--- config.mk ---
export PLATFORM = sky130hd
export DESIGN_NAME = buffer_ring_manager_flat
export DESIGN_NICKNAME = d
export VERILOG_FILES = /design/src/rtl/buffer_ring_manager_if.sv /design/src/rtl/buffer_ring_manager.sv /design/src/flat_wrapper.sv
export SDC_FILE = /design/constraint.sdc
export NUM_CORES = 1
export LEC_CHECK = 0
export ABC_AREA = 1
export CORE_UTILIZATION = 28
export DETAILED_ROUTE_END_ITERATION = 8
export GPL_ROUTABILITY_DRIVEN = 0
export MAX_ROUTING_LAYER = met4
export PLACE_DENSITY = 0.54
export SYNTH_ARGS = -nofsm -noshare
export SYNTH_HDL_FRONTEND = slang
export SYNTH_SLANG_ARGS = --single-unit
--- constraint.sdc ---
create_clock -name SYS_aclk -period 13.56 [get_ports SYS_aclk]
set_input_delay 2.712 -clock SYS_aclk [delete_from_list [all_inputs] [get_ports SYS_aclk]]
set_output_delay 2.712 -clock SYS_aclk [all_outputs]
set_load 0.02 [all_outputs]
--- src/rtl/buffer_ring_manager_if.sv ---
// DataMover S2MM command channel between the ring manager (master) and the DataMover (slave).
interface buffer_ring_manager_if #(
    parameter int MM_ADDR_WIDTH = 32
) ();
    logic                       tvalid;
    logic                       tready;
    logic [MM_ADDR_WIDTH+39:0]  tdata;

    modport master (
        output tvalid,
        output tdata,
        input  tready
    );

    modport slave (
        input  tvalid,
        input  tdata,
        output tready
    );
endinterface

--- src/rtl/buffer_ring_manager.sv ---
// Ring of BUFFER_COUNT DataMover buffers: issues one S2MM command per buffer, counts samples
// into it, and hands the CPU a locked, fully written buffer that the writer then steps around.
module buffer_ring_manager #(
    parameter int MM_ADDR_WIDTH = 32,
    parameter int BUFFER_COUNT  = 4
) (
    input  logic                        SYS_aclk,
    input  logic                        SYS_aresetn,
    input  logic                        SM_enable,
    input  logic                        SM_sample_valid,
    input  logic [4:0]                  SM_log_length,
    input  logic [MM_ADDR_WIDTH-1:0]    SM_base_address,
    input  logic [MM_ADDR_WIDTH-1:0]    SM_stride,
    input  logic                        SM_request,
    output logic [MM_ADDR_WIDTH-1:0]    SM_read_buffer,
    output logic                        SM_read_valid,
    output logic [15:0]                 SM_drop_count,
    buffer_ring_manager_if.master       m_axis
);

    localparam int          IW = $clog2(BUFFER_COUNT);
    localparam logic [IW:0] NB = (IW+1)'(BUFFER_COUNT);

    typedef enum logic [1:0] {
        IDLE = 2'd0,
        CMD  = 2'd1,
        FILL = 2'd2
    } state_t;

    state_t                      r_state;
    state_t                      w_state_next;

    logic [IW-1:0]               r_write_idx;
    logic [IW-1:0]               r_full_idx;
    logic                        r_has_full;
    logic [IW-1:0]               r_lock_idx;
    logic                        r_locked;
    logic [22:0]                 r_count;
    logic [22:0]                 r_len_q;
    logic                        r_tvalid;
    logic [MM_ADDR_WIDTH+39:0]   r_tdata;
    logic [MM_ADDR_WIDTH-1:0]    r_read_buffer;
    logic                        r_read_valid;
    logic [15:0]                 r_drop_count;

    logic [22:0]                 w_len;
    logic                        w_sample_in_fill;
    logic                        w_complete;
    logic                        w_enter_cmd;
    logic                        w_handshake;
    logic                        w_drop;
    logic [IW-1:0]               w_next_free;
    logic [IW-1:0]               w_cmd_idx;
    logic [IW-1:0]               w_lock_src;
    logic [MM_ADDR_WIDTH+39:0]   w_cmd_word;
    logic [IW-1:0]               w_cand [BUFFER_COUNT-1];
    logic [BUFFER_COUNT-2:0]     w_free;

    function automatic logic [MM_ADDR_WIDTH-1:0] buf_addr(
        input logic [IW-1:0]              idx,
        input logic [MM_ADDR_WIDTH-1:0]   base,
        input logic [MM_ADDR_WIDTH-1:0]   stride
    );
        return base + MM_ADDR_WIDTH'(idx) * stride;
    endfunction

    // Lengths above 2^22 do not fit the 23-bit BTT field, so the exponent saturates at 22.
    assign w_len = (SM_log_length > 5'd22) ? (23'd1 << 22) : (23'd1 << SM_log_length);

    assign w_handshake      = (r_state == CMD) && m_axis.tready;
    assign w_sample_in_fill = (r_state == FILL) && SM_enable && SM_sample_valid;
    assign w_complete       = w_sample_in_fill && (r_count == r_len_q - 23'd1);
    assign w_drop           = (r_state != FILL) && SM_enable && SM_sample_valid;

    // Candidates write_idx+1 .. write_idx+N-1 (mod N); write_idx itself is never one of them.
    genvar gi;
    generate
        for (gi = 0; gi < BUFFER_COUNT-1; gi++) begin : g_cand
            logic [IW:0] w_sum;
            assign w_sum       = {1'b0, r_write_idx} + (IW+1)'(gi + 1);
            assign w_cand[gi]  = IW'((w_sum >= NB) ? (w_sum - NB) : w_sum);
            assign w_free[gi]  = !(r_locked && (w_cand[gi] == r_lock_idx));
        end
    endgenerate

    // Scan from the far end so the nearest free candidate is the one left standing.
    always_comb begin
        w_next_free = w_cand[0];
        for (int k = BUFFER_COUNT-2; k >= 0; k--) begin
            if (w_free[k]) begin
                w_next_free = w_cand[k];
            end
        end
    end

    always_comb begin
        w_state_next = r_state;
        unique case (r_state)
            IDLE: begin
                if (SM_enable) w_state_next = CMD;
            end
            CMD: begin
                if (m_axis.tready) w_state_next = SM_enable ? FILL : IDLE;
            end
            FILL: begin
                if (!SM_enable)      w_state_next = IDLE;
                else if (w_complete) w_state_next = CMD;
            end
            default: w_state_next = IDLE;
        endcase
    end

    assign w_enter_cmd = (w_state_next == CMD) && (r_state != CMD);
    assign w_cmd_idx   = w_complete ? w_next_free : r_write_idx;
    assign w_lock_src  = w_complete ? r_write_idx : r_full_idx;

    // RSVD, TAG, SADDR, DRR, EOF, DSA, Type=1 (incrementing), BTT
    assign w_cmd_word = {4'b0000, 4'b0000,
                         buf_addr(w_cmd_idx, SM_base_address, SM_stride),
                         1'b0, 1'b0, 6'b000000, 1'b1, w_len};

    always_ff @(posedge SYS_aclk or negedge SYS_aresetn) begin
        if (!SYS_aresetn) begin
            r_state <= IDLE;
        end else begin
            r_state <= w_state_next;
        end
    end

    always_ff @(posedge SYS_aclk or negedge SYS_aresetn) begin
        if (!SYS_aresetn) begin
            r_write_idx   <= '0;
            r_full_idx    <= '0;
            r_has_full    <= 1'b0;
            r_lock_idx    <= '0;
            r_locked      <= 1'b0;
            r_count       <= '0;
            r_len_q       <= '0;
            r_tvalid      <= 1'b0;
            r_tdata       <= '0;
            r_read_buffer <= '0;
            r_read_valid  <= 1'b0;
            r_drop_count  <= '0;
        end else begin
            r_tvalid <= (w_state_next == CMD);

            if (w_enter_cmd) begin
                r_tdata <= w_cmd_word;
                r_len_q <= w_len;
            end

            if (w_handshake && SM_enable) begin
                r_count <= '0;
            end else if (w_complete) begin
                r_count     <= '0;
                r_full_idx  <= r_write_idx;
                r_has_full  <= 1'b1;
                r_write_idx <= w_next_free;
            end else if (w_sample_in_fill) begin
                r_count <= r_count + 23'd1;
            end

            if (w_drop && (r_drop_count != 16'hFFFF)) begin
                r_drop_count <= r_drop_count + 16'd1;
            end

            // A buffer finishing on the request cycle is the freshest, so it is the one locked.
            if (!SM_request) begin
                r_locked      <= 1'b0;
                r_read_buffer <= '0;
                r_read_valid  <= 1'b0;
            end else if (!r_locked) begin
                r_locked      <= 1'b1;
                r_lock_idx    <= w_lock_src;
                r_read_buffer <= buf_addr(w_lock_src, SM_base_address, SM_stride);
                r_read_valid  <= r_has_full || w_complete;
            end
        end
    end

    assign m_axis.tvalid  = r_tvalid;
    assign m_axis.tdata   = r_tdata;
    assign SM_read_buffer = r_read_buffer;
    assign SM_read_valid  = r_read_valid;
    assign SM_drop_count  = r_drop_count;

endmodule

--- src/flat_wrapper.sv ---
// flat-port wrapper written by rule: the top's interface ports become plain ports
module buffer_ring_manager_flat 
#(
    parameter int MM_ADDR_WIDTH = 32,
    parameter int BUFFER_COUNT  = 4
)
  (SYS_aclk, SYS_aresetn, SM_enable, SM_sample_valid, SM_log_length, SM_base_address, SM_stride, SM_request, SM_read_buffer, SM_read_valid, SM_drop_count, m_axis_tvalid, m_axis_tdata, m_axis_tready);
  buffer_ring_manager_if #(.MM_ADDR_WIDTH(MM_ADDR_WIDTH)) m_axis_i ();
  input  logic SYS_aclk;
  input  logic SYS_aresetn;
  input  logic SM_enable;
  input  logic SM_sample_valid;
  input  logic [4:0] SM_log_length;
  input  logic [MM_ADDR_WIDTH-1:0] SM_base_address;
  input  logic [MM_ADDR_WIDTH-1:0] SM_stride;
  input  logic SM_request;
  output logic [MM_ADDR_WIDTH-1:0] SM_read_buffer;
  output logic SM_read_valid;
  output logic [15:0] SM_drop_count;
  output wire logic [$bits(m_axis_i.tvalid)-1:0] m_axis_tvalid;
  output wire logic [$bits(m_axis_i.tdata)-1:0] m_axis_tdata;
  input wire logic [$bits(m_axis_i.tready)-1:0] m_axis_tready;
  assign m_axis_tvalid = m_axis_i.tvalid;
  assign m_axis_tdata = m_axis_i.tdata;
  assign m_axis_i.tready = m_axis_tready;
  buffer_ring_manager #(.MM_ADDR_WIDTH(MM_ADDR_WIDTH), .BUFFER_COUNT(BUFFER_COUNT)) u_core (.SYS_aclk(SYS_aclk), .SYS_aresetn(SYS_aresetn), .SM_enable(SM_enable), .SM_sample_valid(SM_sample_valid), .SM_log_length(SM_log_length), .SM_base_address(SM_base_address), .SM_stride(SM_stride), .SM_request(SM_request), .SM_read_buffer(SM_read_buffer), .SM_read_valid(SM_read_valid), .SM_drop_count(SM_drop_count), .m_axis(m_axis_i));
endmodule
Yosys cells after proc, flatten, opt, wreduce, memory -nomap -nowiden:

Cells that the tools add are included.

* logic and storage cells: 84
* bits in registers: 162
* input port bits: 75
* output and inout bits: 122

* magnitude comparators: 4
* multipliers: 2
* mux-type cells: 23
* reduce and logical (&&, ||, !) cells: 17
* equality and inequality tests: 11
* bitwise gates (word level): 2
* $add $sub $neg: 11
* shift operators: 1

Operators with widths (count)
* 23-bit two-way mux: 4
* 32-bit adder: 2
* 2-bit by 32-bit multiplier with 32-bit output: 2
* 32-bit two-way mux: 2
* 2-bit two-way mux: 13
* 23-bit by 1-bit adder with 23-bit output, second input constant: 1
* 23-bit equality test: 1
* 1-bit by 5-bit << shifter with 23-bit output, first input constant: 1
* 23-bit by 1-bit subtractor with 23-bit output, second input constant: 1
* 16-bit by 1-bit adder with 16-bit output, second input constant: 1
* 16-bit != test, second input constant: 1
* 1-bit logical AND: 12
* 3-bit greater-or-equal comparator, second input constant: 3
* 2-bit by 2-bit adder with 3-bit output, second input constant: 2
* 2-bit equality test: 3
* 2-bit case mux with 3 select lines: 1
* 2-bit by 1-bit subtractor with 2-bit output, second input constant: 3
* 5-bit greater-than comparator, second input constant: 1
* 2-bit by 1-bit equality test with 1-bit output, second input constant: 2
* 2-bit != test, second input constant: 2
* 2-bit AND reduction: 2
* 2-bit by 1-bit adder with 3-bit output, second input constant: 1
* 1-bit two-way mux: 3
* 3-bit nonzero test: 1
* 5 further kinds: 6

Depth between registers and ports, before layout:

Gate-level depths: netlist (run 1).

* word-level depth: 11
* mapped depth: 39
* depth with buffers taken out: 39

Worst setup path before layout (run 1):

OpenSTA, ideal clock, no wires.

* path type: input-to-reg
* from: input port SM_sample_valid
* to: register u_core.r_tdata[53] (netlist: u_core.m_axis.tdata[53])
* data required time: 13.428 ns
* stages: 32
* data arrival time: 6.880 ns
* setup slack: 6.548 ns
* setup time: 0.132 ns
* path buffers: 1
* path through: nand2_1 -> nor2_2 -> nand3_1 -> nor2_1 -> nand2_1 -> nor2_1 -> nand2_1 -> nor2_1 -> nand2_1 -> nor2_2 -> nand2_4 -> nand2_1 -> nand2_1 -> inv_1 -> buf_4 -> nand2_1 -> fa_1 -> inv_1 -> ha_1 -> inv_1 -> fa_1 -> o21ai_0 -> a21oi_1 -> o21bai_1 -> a21oi_1 -> o21ai_0 -> a21oi_1 -> o21ai_0 -> nand2_1 -> nand2_1 -> xnor2_1 -> o21ai_1

* cells in the longest elaborated chain, start to end: 7
* elaborated cells on any way between the ends: 10
* those cells by class: add/sub (1); mul (1); eq/ne (1); mux (4); reduce/logical (3)

Ends and longest elaborated chain
* from (decl): RTL line flat_wrapper.sv:12 `input logic SM_sample_valid;`
* 1-bit logical AND *: RTL line buffer_ring_manager.sv:71 `assign w_sample_in_fill = (r_state == FILL) && SM_enable && SM_sample_valid;`
* 1-bit logical AND *: RTL line buffer_ring_manager.sv:72 `assign w_complete = w_sample_in_fill && (r_count == r_len_q - 23'd1);`
* branches (longest 5 deep; another with 2-bit by 32-bit multiplier with 32-bit output)
* to (signal assigned): RTL line buffer_ring_manager.sv:148 `r_tdata <= w_cmd_word;`
* to (decl): RTL line buffer_ring_manager.sv:41 `logic [MM_ADDR_WIDTH+39:0] r_tdata;`

Every way passes the cells marked *.
A chain may end at the register's enable or synchronous reset.

Worst setup path after layout (run 1):

* from: input port SM_enable
* to: register u_core.r_tdata[53] (netlist: u_core.m_axis.tdata[53])

* cells in the longest elaborated chain, start to end: 8
* elaborated cells on any way between the ends: 14
* those cells by class: add/sub (1); mul (1); eq/ne (1); mux (7); reduce/logical (4)

Ends and longest elaborated chain
* from (decl): RTL line flat_wrapper.sv:11 `input logic SM_enable;`
* branches (longest 8 deep; another with 2-bit by 32-bit multiplier with 32-bit output)

Several ways; the timed one is not identified.

==> metrics.md, run 1 <==
| Metric | Value |
|---|---|
| Max stage delay on crit path | 0.66 ns |
| Internal reg-to-reg setup slack | between 6 and 7 ns |
| Critical register-to-register path startpoint | u_core.r_len_q[0]$_DFFE_PN0P_ |
| Number of nets in the layout | 2130 |
| Final routed wirelength across all metal layers | 39780 um |
| Dominant cells by area after synthesis | sky130_fd_sc_hd__dfrtp_1 (28%), sky130_fd_sc_hd__nand2_1 (14%), sky130_fd_sc_hd__fa_1 (9.9%) |
| Async S/R FF share, synth | 100.0% |
| Nature of the critical path startpoint | primary input |
| Type of the setup path with the least slack | in2reg |
| YS warnings | 0 |
| Critical-path cell with the highest stage delay | sky130_fd_sc_hd__inv_1 |
| Number of antenna violations at the first check in global routing | 3 |
| Capturing point of the worst reg2reg path | u_core.m_axis.tdata[53]$_DFFE_PN0P_ |
| Path type of the worst min-delay path | reg2reg |
| Count of max-cap constraint violations | 0 |
| Number of cells upsized or downsized after cts | 0 |
| Setup Fix Bufs, Post-CTS | 0 |
| DIE WIDTH | 213.5 um |
| Slew at the pin closest to its max-slew limit | 1.183 ns |
| Number of synthesized flops with an enable pin | 0 |
| Area of all placed cells without fillers | between 15000 and 20000 um^2 |
| Number of sinks on the clock net | 139 |
| Grt ovf | 0 |
| Total iterations of the first detailed-routing run | 5 |
| Area fraction of the dominant cell type after synthesis | 27.78% |
| PnR worst setup slack | 5.007 ns |
| RSZ-0062 raised after global routing | no |
| Worst clock skew | 0.01459 ns |
| Clock tree buffer depth | 2 |
| Data arrival time of the critical path | 8.85 ns |
| Core box area | roughly 44000 um^2 |
| Maximum number of pins on one net before global-route repair | 92 |
| DP HPWL | 32190 um |
| Final hold vios | 0 |
| Seq. cell area | 3478 um^2 |
| Post-place setup slack | between 4 and 5 ns |
| Routed vias/inst | 4.743 |
| Core utilization of the finished layout | 34.95% |
| Final clock period utilization by the worst path | 63.08% |
| Most used flip-flop cell after synthesis | sky130_fd_sc_hd__dfrtp_1 |
| Starting DRC count in detailed routing | 757 |
| Largest vdd supply drop | 0.00008198 V |
| Leakage | 0.007724 uW |
| Layout cells sized above 1 | 3.454% |
| FILL cells | around 4800 |
| Result of the run | completed |
| Hold wc startpoint | u_core.r_has_full$_DFFE_PN0P_ |
| Post-synthesis instance total | 1763 |
| Maximum clock frequency | 116.9 MHz |
| Vias after detailed routing | 12027 |
| Cell Rows | 77 |
| Depth of the worst hold-timing path | 2 |
| Number of buffer cells added on primary ports | 180 |
| CTS Hold Bufs | 0 |
| Most common cell type on the critical path | sky130_fd_sc_hd__nand2_1 |
| Crit path required time | between 10 and 15 ns |
| Clk_lat worst skew | 0.48 ns |
| Yosys cell types | 53 |
| IO Pins | 197 |
| Setup violation total in the final timing report | 0 |
| TritonCTS clock tree | done |
| Overall fraction of global-route tracks in use | 18.98% |
| CP Max Fanout | 29 |
| Minimum clock period after layout | approximately 8.6 ns |
| Clock root buffer master | sky130_fd_sc_hd__clkbuf_16 |
| Setup TNS | 0 ns |
| Multi-input logic area | around 7600 um^2 |
| Synthesized flop and latch total | 139 |
| Length in cells of the worst reg-to-reg path | 33 |
| Register area share after synthesis | about 28% |
| Die Outline Area | approximately 46000 um^2 |
| Vertical die dimension | 213.5 um |
| Mean instance size in the synthesized netlist | 7.103 um^2 |
| Number of CTS-inserted buffers | 17 |
| Cell taking the most area after synthesis | sky130_fd_sc_hd__dfrtp_1 |
| Instance area after placement | roughly 15000 um^2 |
| Clock H-tree levels | 4 |
| Pwr dens | ~120 nW/um^2 |
| Post-detailed-route count of antenna-violating nets | 0 |
| Type of element capturing the critical path | register |
| Cell area after synthesis | 12520 um^2 |
| Layout overhead on the synthesized area | 23.16% |
| First-pass GRT wire length | 63840 um |
| End of the worst hold path | u_core.r_has_full$_DFFE_PN0P_ |
| Detailed-route DRC error count | 0 |
| Vias in the first global route | 12174 |
| Reg clk slew, reported paths | 0.06 ns |
| Total count of max-transition violations in the final report | 0 |
| Starting Density | 28.38% |
| Worst max-slew margin expressed relative to the limit | a little over a fifth |
| Average detailed-routed wire length per instance | 15.69 um |
worst max-delay path by stage:
stage                                from                                  end  slack, ns
after floorplan           SM_sample_valid  u_core.m_axis.tdata[53]$_DFFE_PN0P_       6.55
final                           SM_enable  u_core.m_axis.tdata[53]$_DFFE_PN0P_       5.01
after global routing            SM_enable  u_core.m_axis.tdata[53]$_DFFE_PN0P_       4.36
after global placement          SM_enable  u_core.m_axis.tdata[53]$_DFFE_PN0P_       4.79
after CTS                       SM_enable  u_core.m_axis.tdata[53]$_DFFE_PN0P_       5.06
after detailed placement        SM_enable  u_core.m_axis.tdata[53]$_DFFE_PN0P_       4.58
kinds of logic after synthesis:
family / synth area share [%]
AO/OA/AOI/OAI: 13.05
flip-flops: 27.78
adder cells (fa/ha/maj): 16.41
buffers and inverters: 11.73
XOR/XNOR: 4.896
other: 0.02994
AND/OR/NAND/NOR: 26.12
area by class of cell:
| type | count | area share, % |
|---|---|---|
| Tap cell | 592 | 4.802 |
| Antenna cell | 4 | 0.06490 |
| Clock buffer | 18 | 2.783 |
| Sequential cell | 139 | 22.55 |
| Clock inverter | 13 | 0.9329 |
| Multi-Input combinational cell | 1276 | 49.49 |
| Timing Repair Buffer | 182 | 11.79 |
| Inverter | 312 | 7.593 |
stage by stage:
stage	instances	power, uW	hold WS [ns]
2_1_floorplan	1778	1068	0.4111
3_5_place_dp	2501	1393	0.4617
3_3_place_gp	2501	1386	0.4593
4_1_cts	2532	1891	0.4798
5_1_grt	2535	2002	0.5028
6_report	2536	1859	0.4665
power breakdown:
part / internal (uW) / total (uW) / leakage, uW / switching, uW
Sequential: 487 / 544 / 0.00181 / 58.0
Combinational: 323 / 835 / 0.00563 / 512
Clock: 270 / 480 / 0.000280 / 210
registers in the layout (all words and copies together) (netlist names):
register,cells
u_core.r_state,2
u_core.r_write_idx,2
u_core.r_lock_idx,2
u_core.r_locked,1
u_core.r_has_full,1
u_core.SM_read_valid,1
u_core.r_full_idx,2
u_core.m_axis.tvalid,1
u_core.r_count,23
u_core.SM_read_buffer,32
u_core.r_len_q,22
u_core.m_axis.tdata,34
u_core.SM_drop_count,16
worst max-delay path, delay by kind of cell:
family / cells / cell delay [ns]
and+or+nand+nor: 16 / 2.02
AOI/OAI and AO/OA: 8 / 1.59
buffers and inverters: 4 / 1.31
adders and majority gates: 3 / 1.08
xor gates and xnor gates: 1 / 0.12
synth_stat cells (all sizes together), types with 2 or more instances:
library cell,number
o21ai,121
o31ai,5
and3,2
a31oi,16
a21boi,5
xnor2,26
a21oi,76
nor3b,3
dfrtp,139
inv,310
o221ai,2
clkbuf,22
and2,4
nor4,4
o22ai,17
o21a,7
nand2,481
nand3b,5
nand3,78
o21bai,5
a211oi,2
buf,29
fa,62
a22o,3
a32o,5
a221oi,3
nor3,32
nor2,142
a21o,6
ha,65
nand4,25
xor2,44
clkinv,2
or2,6
layer usage:
metal	GRT usage [%]	wire, um	up-vias
li1	-	-	5903
met1	21.80	16550	5716
met2	32.60	20130	340
met3	4.071	2077	68
met4	6.552	1022	0
met5	-	0	-
cell usage in the layout (no fill, tap or decap), drive strengths merged, types with 17 or more instances in the layout:
master,synthesis,routed
nand2,481,481
inv,310,312
clkdlybuf4s50,0,179
nor2,142,142
dfrtp,139,139
o21ai,121,121
nand3,78,78
a21oi,76,76
ha,65,65
fa,62,62
xor2,44,44
nor3,32,32
xnor2,26,26
nand4,25,25
clkbuf,22,18
o22ai,17,17
No activity file was read; power rests on OpenSTA's default activity.
==> inputs of run 2 (changes only) <==
==> constraint.sdc (replaced) <==
create_clock -name SYS_aclk -period 8.4 [get_ports SYS_aclk]
set_input_delay 1.68 -clock SYS_aclk [delete_from_list [all_inputs] [get_ports SYS_aclk]]
set_output_delay 1.68 -clock SYS_aclk [all_outputs]
set_load 0.02 [all_outputs]
==> run 2 against run 1 <==
Against the previous run:
- clock power up 63%
- sequential cell count unchanged
- combinational power up 62%
- largest power group unchanged
- critical path depth up 1
==> metrics.md, run 2 (same netlist as run 1, synthesis figures left out) <==
| Metric | Value |
|---|---|
| Setup violation total in the final timing report | 0 (unchanged) |
| Pwr dens | 194.2 nW/um^2 (+61%) |
| Slew at the pin closest to its max-slew limit | 1.131 ns (-0.05160 ns) |
| Family with the most delay on the worst path | simple AND/OR/NAND/NOR gates |
| Type of the setup path with the least slack | in2reg |
| Top library cells by usage in the layout, fill and taps aside | sky130_fd_sc_hd__nand2_1 (476), sky130_fd_sc_hd__inv_1 (306), sky130_fd_sc_hd__clkdlybuf4s50_1 (179) |
| Path type of the worst min-delay path | reg2reg |
| Worst clock skew | 0.01295 ns (-0.001638 ns) |
| Length in cells of the worst reg-to-reg path | 33 (unchanged) |
| Vias in the first global route | 12077 (-0.80%) |
| TritonCTS clock tree | done |
| Largest vdd supply drop | 0.0001339 V (+63%) |
| PnR worst setup slack | 1.585 ns (-3.422 ns) |
| Total power draw | 3003 uW (+62%) |
| Minimum clock period after layout | 6.815 ns |
| Post-place setup slack | 1.117 ns (-3.464 ns) |
| Met3 demand-to-capacity share in global routing | 3.500% (-0.57 points) |
| Number of buffer cells added on primary ports | 180 (unchanged) |
| Grt ovf | 0 (unchanged) |
| Starting Density | 28.38% (unchanged) |
| Clock tree buffer depth | 2 (unchanged) |
| Clock H-tree levels | 4 (unchanged) |
| Core box area | 44120 um^2 (unchanged) |
| Number of sinks on the clock net | 139 (unchanged) |
| Type of element capturing the critical path | register |
| Number of nets in the layout | 2134 (+0.19%) |
| Detailed-route DRC error count | 0 (unchanged) |
| Result of the run | completed |
| Setup TNS | 0 ns (unchanged) |
| Number of cells upsized or downsized after cts | 0 (unchanged) |
| Crit path buffers/inverters | 3 (-1) |
| Leakage | 0.007745 uW (+0.27%) |
| Starting DRC count in detailed routing | 777 (+2.6%) |
| Crit path required time | 8.76 ns (-5.10 ns) |
| Layout cells sized above 1 | 3.650% (+0.20 points) |
| Count of max-cap constraint violations | 0 (unchanged) |
| Max FFs per register | 34 (unchanged) |
| Final hold vios | 0 (unchanged) |
| Most crowded layer after global routing | met2 |
| Routed vias/inst | 4.701 (-0.89%) |
| Layout overhead on the synthesized area | 23.51% |
| Worst max-slew margin expressed relative to the limit | 24.50% (+3.4 points) |
| Maximum number of pins on one net before global-route repair | 87 (-5.4%) |
| CTS Hold Bufs | 0 (unchanged) |
| Average detailed-routed wire length per instance | 15.62 um (-0.45%) |
| Setup Fix Bufs, Post-CTS | 0 (unchanged) |
| Data arrival time of the critical path | 7.18 ns (-1.67 ns) |
| Critical-path cell with the highest stage delay | sky130_fd_sc_hd__fa_1 |
| Final clock period utilization by the worst path | 81.14% |
| Vertical die dimension | 213.5 um (unchanged) |
| Clock root buffer master | sky130_fd_sc_hd__clkbuf_16 |
| Vias after detailed routing | 11944 (-0.69%) |
| Depth of the worst hold-timing path | 2 (unchanged) |
| Final routed wirelength across all metal layers | 39680 um (-0.25%) |
| Total count of max-transition violations in the final report | 0 (unchanged) |
| Total iterations of the first detailed-routing run | 6 (+1) |
| FILL cells | 4800 (-0.60%) |
| Nature of the critical path startpoint | primary input |
| Most common cell after layout, fill and taps aside | sky130_fd_sc_hd__nand2_1 |
| Met2 usage | 33.03% (+0.43 points) |
| DIE WIDTH | 213.5 um (unchanged) |
| Clk_lat worst skew | 0.46 ns (-0.02 ns) |
| Number of antenna violations at the first check in global routing | 4 (+1) |
| Post-detailed-route count of antenna-violating nets | 0 (unchanged) |
| Most common cell type on the critical path | sky130_fd_sc_hd__nand2_1 |
| Reg clk slew, reported paths | 0.06 ns (about the same) |
| Max stage delay on crit path | 0.53 ns (-0.13 ns) |
| Overall fraction of global-route tracks in use | 18.72% (-0.27 points) |
| Fraction of met1 tracks used by global routing | 21.49% (-0.31 points) |
| Die Outline Area | 45580 um^2 (unchanged) |
| Worst path depth | 33 (+3.1%) |
| Cell Rows | 77 (unchanged) |
| CP Max Fanout | 33 (+14%) |
| DP HPWL | 32220 um (about the same) |
| RSZ-0062 raised after global routing | no |
| IO Pins | 197 (unchanged) |
| Maximum clock frequency | between 100 and 150 MHz |
| Number of CTS-inserted buffers | 17 (unchanged) |
| First-pass GRT wire length | 63220 um (-0.96%) |
==> run 2: changes by cell type in the layout (fill, tap and decap cells not counted), sizes merged <==
cell | previous run | this run
buf | 3 | 7
clkbuf | 18 | 20
clkinv | 10 | 7
clkinvlp | 1 | 2
inv | 312 | 313
==> run 2: tightest hold or removal path, cell delays in order, from the launching register on <==
cell and delay, ns:
sky130_fd_sc_hd__dfrtp_1 0.32, sky130_fd_sc_hd__nor2_1 0.06, sky130_fd_sc_hd__inv_1 0.05
==> run 2: per-stage QoR <==
step / util [%] / hold WS [ns] / instances / instance area [um^2]
2_1_floorplan: - / 0.4111 / 1778 / 12580
3_3_place_gp: 33.70 / 0.4579 / 2505 / 14870
3_5_place_dp: 33.70 / 0.4609 / 2505 / 14870
4_1_cts: 35.03 / 0.4805 / 2537 / 15460
5_1_grt: 35.05 / 0.5141 / 2541 / 15470
6_report: 35.05 / 0.4660 / 2541 / 15470
==> run 2: routing by layer <==
layer  wire length (um)  vias up
met4                682        0
met2              20370      320
li1                   -     5918
met3               1942       44
met1              16690     5662
met5                  0        -
==> run 2: power breakdown <==
group / switching, uW / total [uW] / internal, uW
registers: 88.8 / 874 / 785
clock network: 335 / 784 / 449
logic: 823 / 1350 / 522
==> run 2: cell type report <==
cell class / instances / area (um^2) / area share (%)
flip-flops and latches: 139 / 3478 / 22.49
clock inverters: 12 / 140.1 / 0.9060
well taps: 592 / 740.7 / 4.789
inverters: 312 / 1171 / 7.572
repair buffers: 186 / 1848 / 11.95
diodes: 4 / 10.01 / 0.06471
clock buffers: 20 / 446.7 / 2.888
multi-input cells: 1276 / 7632 / 49.34
==> run 2: path summary, 6_finish.rpt <==
check	start	end	slack, ns
max in group asynchronous	SYS_aresetn	u_core.r_count[10]$_DFFE_PN0P_	5.73
min in group asynchronous	SYS_aresetn	u_core.r_len_q[7]$_DFFE_PN0P_	1.31
worst min-delay path	u_core.r_has_full$_DFFE_PN0P_	u_core.r_has_full$_DFFE_PN0P_	0.47
worst min register to register	u_core.r_has_full$_DFFE_PN0P_	u_core.r_has_full$_DFFE_PN0P_	0.47
worst max register to register	u_core.r_len_q[0]$_DFFE_PN0P_	u_core.m_axis.tdata[63]$_DFFE_PN0P_	2.40
worst max-delay path	SM_enable	u_core.SM_read_buffer[27]$_DFFE_PN0P_	1.58
==> inputs of run 3 (changes only) <==
==> constraint.sdc (replaced) <==
create_clock -name SYS_aclk -period 6.56 [get_ports SYS_aclk]
set_input_delay 1.312 -clock SYS_aclk [delete_from_list [all_inputs] [get_ports SYS_aclk]]
set_output_delay 1.312 -clock SYS_aclk [all_outputs]
set_load 0.02 [all_outputs]
==> run 3 against run 2 <==
Against the previous run:
- the run now ends with design-rule violations left
- wire length hardly changed
- sequential share of layout area is 0.13 points lower
- critical path depth is 2 lower
- worst hold slack better by 0.0037 ns
- first-iteration DRC count is 17% lower
- power is 29% higher
- die area stayed put
- sequential cell count stayed put
- non-clock buffer count is 10 higher
- core utilization is 0.20 points higher
- largest cell class unchanged
==> metrics.md, run 3 (same netlist as run 1, synthesis figures left out) <==
| Metric | Value |
|---|---|
| Final clock period utilization by the worst path | 91.64% |
| Max FFs per register | 34 (unchanged) |
| Vias in the first global route | 12306 (+1.9%) |
| Result of the run | complete, but fails checks |
| Layout cells sized above 1 | 4.246% (+0.60 points) |
| Cell total after placement | 2515 (+0.40%) |
| Leakage | 0.007801 uW (+0.73%) |
| Clk_lat worst skew | 0.44 ns (-0.02 ns) |
| Worst max-slew margin expressed relative to the limit | 19.40% (-5.1 points) |
| Routed vias/inst | 4.709 (+0.18%) |
| Final hold vios | 0 (unchanged) |
| Setup violation total in the final timing report | 0 (unchanged) |
| Top library cells by usage in the layout, fill and taps aside | sky130_fd_sc_hd__nand2_1 (476), sky130_fd_sc_hd__inv_1 (306), sky130_fd_sc_hd__clkdlybuf4s50_1 (179) |
| FILL cells | 4804 (+0.083%) |
| Final std cells w/o fill | 2548 (+0.28%) |
| Number of antenna violations at the first check in global routing | 1 (-3) |
| Post-place setup slack | 0.04939 ns (-1.068 ns) |
| Met3 demand-to-capacity share in global routing | 2.563% (-0.94 points) |
| Worst clock skew | 0.01094 ns (-0.002008 ns) |
| Maximum number of pins on one net before global-route repair | 68 (-22%) |
| Type of element capturing the critical path | register |
| Pwr dens | 249.8 nW/um^2 (+29%) |
| Average detailed-routed wire length per instance | 15.58 um (-0.20%) |
| Grt ovf | 0 (unchanged) |
| Overall fraction of global-route tracks in use | 18.72% (about the same) |
| Maximum clock frequency | 166.3 MHz |
| IO Pins | 197 (unchanged) |
| Final routed wirelength across all metal layers | 39710 um (about the same) |
| Core utilization of the finished layout | 35.25% (+0.20 points) |
| Setup TNS | 0 ns (unchanged) |
| Violated checks | design-rule violations |
| RSZ-0062 raised after global routing | no |
| DIE WIDTH | 213.5 um (unchanged) |
| Path type of the worst min-delay path | reg2reg |
| Type of the setup path with the least slack | in2reg |
| Layout overhead on the synthesized area | 24.21% |
| Max stage delay on crit path | 0.49 ns (-0.04 ns) |
| Vertical die dimension | 213.5 um (unchanged) |
| CP Max Fanout | 5 (-85%) |
| Multi-input logic area | 7636 um^2 (about the same) |
| Cell Rows | 77 (unchanged) |
| PnR worst setup slack | 0.5484 ns (-1.036 ns) |
| Vias after detailed routing | 11998 (+0.45%) |
| Seq. cell area | 3478 um^2 (unchanged) |
| Number of nets in the layout | 2144 (+0.47%) |
| TritonCTS clock tree | done |
| Total power draw | 3886 uW (+29%) |
| Detailed-route DRC error count | 2 (+2) |
| Most crowded layer after global routing | met2 |
| Number of sinks on the clock net | 139 (unchanged) |
| Number of CTS-inserted buffers | 17 (unchanged) |
| Crit path required time | 6.84 ns (-1.92 ns) |
| Fraction of met1 tracks used by global routing | 21.98% (+0.49 points) |
| Critical-path cell with the highest stage delay | sky130_fd_sc_hd__clkdlybuf4s50_1 |
| Data arrival time of the critical path | 6.29 ns (-0.89 ns) |
| Core box area | 44120 um^2 (unchanged) |
| Slew at the pin closest to its max-slew limit | 1.209 ns (+0.07780 ns) |
| Largest vdd supply drop | 0.0001419 V (+6.0%) |
| Die Outline Area | 45580 um^2 (unchanged) |
| First-pass GRT wire length | 63810 um (+0.93%) |
| Clock tree buffer depth | 2 (unchanged) |
| Clock H-tree levels | 4 (unchanged) |
| Nature of the critical path startpoint | primary input |
| Total iterations of the first detailed-routing run | 7 (+1) |
| Number of buffer cells added on primary ports | 180 (unchanged) |
| Met2 usage | 33.22% (+0.19 points) |
| Reg clk slew, reported paths | 0.07 ns (about the same) |
| Starting Density | 28.38% (unchanged) |
| DP HPWL | 32440 um (+0.71%) |
| Count of max-cap constraint violations | 0 (unchanged) |
| Minimum clock period after layout | about 6 ns |
| Most common cell after layout, fill and taps aside | sky130_fd_sc_hd__nand2_1 |
| Starting DRC count in detailed routing | 647 (-17%) |
| Total count of max-transition violations in the final report | 0 (unchanged) |
| Post-detailed-route count of antenna-violating nets | 0 (unchanged) |
| Most common cell type on the critical path | sky130_fd_sc_hd__nand2_1 |
| Clock root buffer master | sky130_fd_sc_hd__clkbuf_16 |
[run 3: path summary, 6_finish.rpt]
| check | slack, ns | depth (start not counted) | endpoint | from |
|---|---|---|---|---|
| min in group asynchronous | 0.73 | 1 | u_core.r_len_q[7]$_DFFE_PN0P_ | SYS_aresetn |
| setup / recovery | 0.55 | 31 | u_core.m_axis.tdata[61]$_DFFE_PN0P_ | SM_enable |
| hold / removal | 0.47 | 2 | u_core.r_has_full$_DFFE_PN0P_ | u_core.r_has_full$_DFFE_PN0P_ |
| hold reg to reg | 0.47 | 2 | u_core.r_has_full$_DFFE_PN0P_ | u_core.r_has_full$_DFFE_PN0P_ |
| setup reg to reg | 0.64 | 30 | u_core.m_axis.tdata[61]$_DFFE_PN0P_ | u_core.r_len_q[0]$_DFFE_PN0P_ |
| max in group asynchronous | 4.66 | 2 | u_core.SM_read_buffer[26]$_DFFE_PN0P_ | SYS_aresetn |
[run 3: per-stage QoR]
step	area [um^2]	hold slack, ns
after floorplan	12580	0.4111
after global placement	14950	0.4559
after detailed placement	14950	0.4621
after CTS	15550	0.4768
after global routing	15550	0.5004
final	15550	0.4697
[run 3: report_power, final]
| part | total, uW | leakage, uW | internal (uW) | switching (uW) |
|---|---|---|---|---|
| clock | 1020 | 0.000291 | 596 | 423 |
| sequential | 1130 | 0.00181 | 1010 | 124 |
| combinational | 1740 | 0.00570 | 681 | 1060 |
| total | 3890 | 0.00780 | 2280 | 1600 |
[run 3: area by class of cell]
class / instances / share of cell area, %
timing repair buffer: 196 / 12.36
clock buffer: 21 / 3.024
antenna: 1 / 0.01609
multi-input combinational: 1276 / 49.09
tap: 592 / 4.762
sequential: 139 / 22.36
inverter: 312 / 7.529
clock inverter: 11 / 0.8526
[run 3: routing by layer]
metal | share of wire [%] | vias to the layer above
met5 | 0 | -
met4 | 1.9 | 0
met3 | 4.2 | 43
met2 | 52 | 284
met1 | 42 | 5734
li1 | - | 5937
[run 3: critical path: cells and delay by family]
| kind | cells | cell delay (ns) |
|---|---|---|
| simple gates | 14 | 1.39 |
| compound gates | 8 | 1.45 |
| fa+ha+maj | 3 | 1.02 |
| buf+inv | 5 | 0.90 |
| xor+xnor | 1 | 0.19 |
[run 3: timing repair]
item	CTS	global route
setup endpoints to repair	0	3
hold endpoints to repair	0	0
gates resized for setup	0	3
hold buffers	0	0
buffers inserted	0	0
